`src/rtl/pipeline_stage_regs.sv`:
```
// pipeline_stage_regs
//   Forward pipeline boundary registers of the 5-stage 64-bit CPU:
//   IF/ID, ID/EX and EX/MEM.
//
//   Each group is a bank of D registers with its own capture enable.
//   When the enable is low the group holds its contents, which is how a stall works.
//   rst (asynchronous, active-high) clears every register.
//   All-zero contents form a bubble: no RegWrite, no MemWrite, no MemRead and no branch.
//   There is no combinational path from any input to any output.
//
// Ports
//   clk, rst                        clock, async active-high reset
//   ifid_en / ifid_*                IF/ID enable, instruction and PC in
//   ifid_*_out                      registered IF/ID fields
//   idex_en / idex_*                ID/EX enable, operands, PC, immediate,
//                                   register indices, EX/M/WB controls
//   idex_*_out                      registered ID/EX fields
//   exmem_en / exmem_*              EX/MEM enable, ALU result, store data,
//                                   branch target, rd, WB/M controls, flags
//   exmem_*_out                     registered EX/MEM fields
module pipeline_stage_regs #(
  parameter int unsigned DATA_W  = 64,
  parameter int unsigned INSTR_W = 32,
  parameter int unsigned REG_W   = 5
) (
  input  logic               clk,
  input  logic               rst,
  // IF/ID
  input  logic               ifid_en,
  input  logic [INSTR_W-1:0] ifid_instr,
  input  logic [DATA_W-1:0]  ifid_pcaddr,
  output logic [INSTR_W-1:0] ifid_instr_out,
  output logic [DATA_W-1:0]  ifid_pcaddr_out,
  // ID/EX
  input  logic               idex_en,
  input  logic [DATA_W-1:0]  idex_rd1,
  input  logic [DATA_W-1:0]  idex_rd2,
  input  logic [DATA_W-1:0]  idex_pcaddr,
  input  logic [DATA_W-1:0]  idex_se,
  input  logic [REG_W-1:0]   idex_rn,
  input  logic [REG_W-1:0]   idex_rm,
  input  logic [REG_W-1:0]   idex_rd,
  input  logic [5:0]         idex_cntrl_ex,
  input  logic [4:0]         idex_cntrl_m,
  input  logic [1:0]         idex_cntrl_wb,
  output logic [DATA_W-1:0]  idex_rd1_out,
  output logic [DATA_W-1:0]  idex_rd2_out,
  output logic [DATA_W-1:0]  idex_pcaddr_out,
  output logic [DATA_W-1:0]  idex_se_out,
  output logic [REG_W-1:0]   idex_rn_out,
  output logic [REG_W-1:0]   idex_rm_out,
  output logic [REG_W-1:0]   idex_rd_out,
  output logic [5:0]         idex_cntrl_ex_out,
  output logic [4:0]         idex_cntrl_m_out,
  output logic [1:0]         idex_cntrl_wb_out,
  // EX/MEM
  input  logic               exmem_en,
  input  logic [DATA_W-1:0]  exmem_aluresult,
  input  logic [DATA_W-1:0]  exmem_writedata,
  input  logic [DATA_W-1:0]  exmem_addr,
  input  logic [REG_W-1:0]   exmem_rd,
  input  logic [1:0]         exmem_wb,
  input  logic [4:0]         exmem_m,
  input  logic [3:0]         exmem_alu_flag,
  input  logic [3:0]         exmem_flag,
  output logic [DATA_W-1:0]  exmem_aluresult_out,
  output logic [DATA_W-1:0]  exmem_writedata_out,
  output logic [DATA_W-1:0]  exmem_addr_out,
  output logic [REG_W-1:0]   exmem_rd_out,
  output logic [1:0]         exmem_wb_out,
  output logic [4:0]         exmem_m_out,
  output logic [3:0]         exmem_alu_flag_out,
  output logic [3:0]         exmem_flag_out
);

  // Each group is held as one packed word.
  // The concatenation order is the same on the capture side and the output side,
  // so every field keeps its bit positions.
  localparam int unsigned IFID_W  = INSTR_W + DATA_W;
  localparam int unsigned IDEX_W  = 4 * DATA_W + 3 * REG_W + 6 + 5 + 2;
  localparam int unsigned EXMEM_W = 3 * DATA_W + REG_W + 2 + 5 + 4 + 4;

  logic [IFID_W-1:0]  ifid_d,  ifid_q;
  logic [IDEX_W-1:0]  idex_d,  idex_q;
  logic [EXMEM_W-1:0] exmem_d, exmem_q;

  always_comb begin
    ifid_d = ifid_q;
    if (ifid_en) begin
      ifid_d = {ifid_instr, ifid_pcaddr};
    end
  end

  always_comb begin
    idex_d = idex_q;
    if (idex_en) begin
      idex_d = {idex_rd1, idex_rd2, idex_pcaddr, idex_se,
                idex_rn, idex_rm, idex_rd,
                idex_cntrl_ex, idex_cntrl_m, idex_cntrl_wb};
    end
  end

  always_comb begin
    exmem_d = exmem_q;
    if (exmem_en) begin
      exmem_d = {exmem_aluresult, exmem_writedata, exmem_addr, exmem_rd,
                 exmem_wb, exmem_m, exmem_alu_flag, exmem_flag};
    end
  end

  always_ff @(posedge clk or posedge rst) begin
    if (rst) begin
      ifid_q  <= '0;
      idex_q  <= '0;
      exmem_q <= '0;
    end else begin
      ifid_q  <= ifid_d;
      idex_q  <= idex_d;
      exmem_q <= exmem_d;
    end
  end

  assign {ifid_instr_out, ifid_pcaddr_out} = ifid_q;

  assign {idex_rd1_out, idex_rd2_out, idex_pcaddr_out, idex_se_out,
          idex_rn_out, idex_rm_out, idex_rd_out,
          idex_cntrl_ex_out, idex_cntrl_m_out, idex_cntrl_wb_out} = idex_q;

  assign {exmem_aluresult_out, exmem_writedata_out, exmem_addr_out, exmem_rd_out,
          exmem_wb_out, exmem_m_out, exmem_alu_flag_out, exmem_flag_out} = exmem_q;

endmodule

```
`config.mk`:
```
export PLATFORM = sky130hd
export DESIGN_NAME = pipeline_stage_regs
export DESIGN_NICKNAME = d
export VERILOG_FILES = /design/src/rtl/pipeline_stage_regs.sv
export SDC_FILE = /design/constraint.sdc
export NUM_CORES = 1
export LEC_CHECK = 0
export ABC_AREA = 1
export BUFFER_PORTS_ARGS = -buffer_cell sky130_fd_sc_hd__buf_2
export CAP_MARGIN = 20
export CORE_AREA = 2 2 461 463
export CTS_BUF_LIST = sky130_fd_sc_hd__clkbuf_4
export CTS_CLUSTER_DIAMETER = 40
export DETAILED_ROUTE_END_ITERATION = 10
export DIE_AREA = 0 0 463 465
export SLEW_MARGIN = 20
export SYNTH_ARGS = -nofsm -noshare
export SYNTH_HDL_FRONTEND = slang
export SYNTH_SLANG_ARGS = --single-unit
```
`constraint.sdc`:
```
create_clock -name clk -period 28.7 [get_ports clk]
set_clock_uncertainty 0.2 [all_clocks]
set_input_delay 2.87 -clock clk [delete_from_list [all_inputs] [get_ports clk]]
set_output_delay 2.87 -clock clk [all_outputs]
set_load 0.05 [all_outputs]
```
==> reports/results.ini <==
[clock_tree]
path_clk_slew_ns=0.06
postCtsSetupBuffers=0
cts.repair.resized=0
cts_root_buffer=clkbuf_4
clock_latency_ns=1.12
cts_hold_buf=0
cts_max_path_buffers=3
cts_max_level=4
tritoncts=yes
clkSinkCount=592
cts_inserted_buffers=177

[timing]
maxSlewHeadroom=0.312
fin_setup_tns_ns=0
setup_viol=0
finalHoldViolations=0
rsz0062_at_grt=no
clock.fmax_mhz=185
min_period_over_period=0.189
slew_viol_final=0
timing.final.crit_period_ns=5.41
worst_slew_pin_slew_ns=1.03

[run_status]
status=finished clean

[finish]
syn_to_final_growth_pct=48.6
final_nets=4356
design_area_um2=33500
drive_gt1_frac=0.382

[synthesis]
ys_top_cells_by_count=1,776 x nand2_1, 592 x dfrtp_1, 63 x buf_2
synth_cell_type_count=10
synth_edf_count=0
syn_area_um2=22500
ys_seq_area_frac=0.658
synth.ff_latch_count=592
ys_async_sr_fraction=1.00
synth.area.top_cells=dfrtp_1 66%, nand2_1 30%, buf_6 2.6%
synth_nets=3100
synth_area_leader_cell=dfrtp_1
synthFlopType=dfrtp_1
syn_avg_cell_area_um2=9.00
synth_top_area_frac=0.658
synth_most_common_cell=nand2_1
synth_cells=2503
yosys_warnings=0

[critical_path]
crit_type=in -> async
start_kind=primary input
critPathCaptureType=async pin
worstPathRequired_ns=29.67
arrival_ns=6.38
worstPathMaxFanout=95

[detailed_routing]
drtPass1Iterations=5
wl_per_cell_um=17.4
first_iter_violations=1224
drc=0
avgViaCountPerCell=3.21
via_count=21600
drt-total-wl_mm=117
ant_nets=0

[placement]
dp_hpwl_mm=92.8
port_buffers=1188
gp_congestion=0.944
placed_area_um2=31200

[global_routing]
overflow=0
track_usage=0.106
grt_pass1_vias=22000
antenna_found_initial=74
grt_max_degree=153
grt_first_pass_wirelength_mm=162

[floorplan]
die_w_um=463
num_rows=169
core_um2=211000
dieArea_um2=215000
die_h_um=465
start_util=0.107
ios=1189

[pwr]
power_w=0.00233
leakagePower_nw=18.7
p_per_area_nw_per_um2=69.7
ir_drop_v=0.0000340

[flow_run]
max_cap_viol_count=0

[hold_path]
hold_path.class=reg -> reg

-- cells by family (layout without fill, tap and decap cells) --
logic type             Yosys count  in the layout  share of synthesized area
DFF                            592            592                      0.658
other                            0             23                          0
buffers and inverters          135           1525                     0.0464
and+or+nand+nor               1776           1776                      0.296
-- registers in the layout, summed over array words and instances, names as in the netlist --
| register | cells |
|---|---|
| exmem_q | 212 |
| ifid_q | 96 |
| idex_q | 284 |
-- placed cells by master, fill, tap and decap left out, types with 2 or more instances in the layout --
master,netlist,routed
nand2_1,1776,1776
buf_2,63,1185
dfrtp_1,592,592
clkbuf_4,0,247
clkinv_1,0,38
diode_2,0,23
buf_4,12,19
clkinv_2,0,15
inv_6,0,6
inv_8,0,3
inv_2,1,3
clkinvlp_4,0,2
bufinv_16,0,2
-- power breakdown --
| group | total (W) | leakage (nW) | switching, W | internal, W |
|---|---|---|---|---|
| clock | 0.000827 | 1.33 | 0.000409 | 0.000418 |
| combinational | 0.000554 | 10.2 | 0.000440 | 0.000114 |
| sequential | 0.000951 | 7.21 | 0.0000428 | 0.000909 |
| total | 0.00233 | 18.7 | 0.000892 | 0.00144 |
-- worst max-delay path: stages --
cell   delay, ns
buf_2       0.13
inv_8       0.43
buf_4       0.68
buf_4       0.69
buf_4       0.71
buf_4       0.64
-- per-layer routing --
| layer | wire (µm) | GRT usage |
|---|---|---|
| met2 | 50100 | 0.157 |
| met4 | 4520 | 0.0491 |
| met1 | 43200 | 0.113 |
| met5 | 287 | 0 |
| met3 | 19200 | 0.0784 |
-- stage by stage --
stage / worst slack, ns / utilization / hold WS [ns] / cells
after floorplan: 9.06 / - / 0.550 / 2503
final: 23.29 / 0.159 / 0.264 / 6737
after global placement: 21.96 / 0.148 / 0.248 / 6400
after CTS: 23.23 / 0.158 / 0.268 / 6713
after global routing: 22.91 / 0.159 / 0.280 / 6727
after detailed placement: 21.87 / 0.148 / 0.253 / 6400
-- path summary, 6_finish.rpt --
path / startpoint / to / slack, ns / depth (start not counted)
max reg2reg: idex_q[260] / idex_q[260] / 27.72 / 2
max: rst / idex_q[193] / 23.29 / 6
max in group clk: idex_q[186] / idex_rd2_out[30] / 23.63 / 1
min reg2reg: exmem_q[37] / exmem_q[37] / 0.26 / 2
min: exmem_q[37] / exmem_q[37] / 0.26 / 2
min in group asynchronous: rst / exmem_q[28] / 1.61 / 2
-- area by class of cell --
cell class	count	area, µm²
diodes	23	57.6
flip-flops and latches	592	14800
clock buffers	247	1850
well taps	2821	3530
clock inverters	66	363
multi-input cells	1776	6670
repair buffers	1208	6130
fillers	24200	177000
inverters	4	43.8
Power figures use the tool's default switching activity.
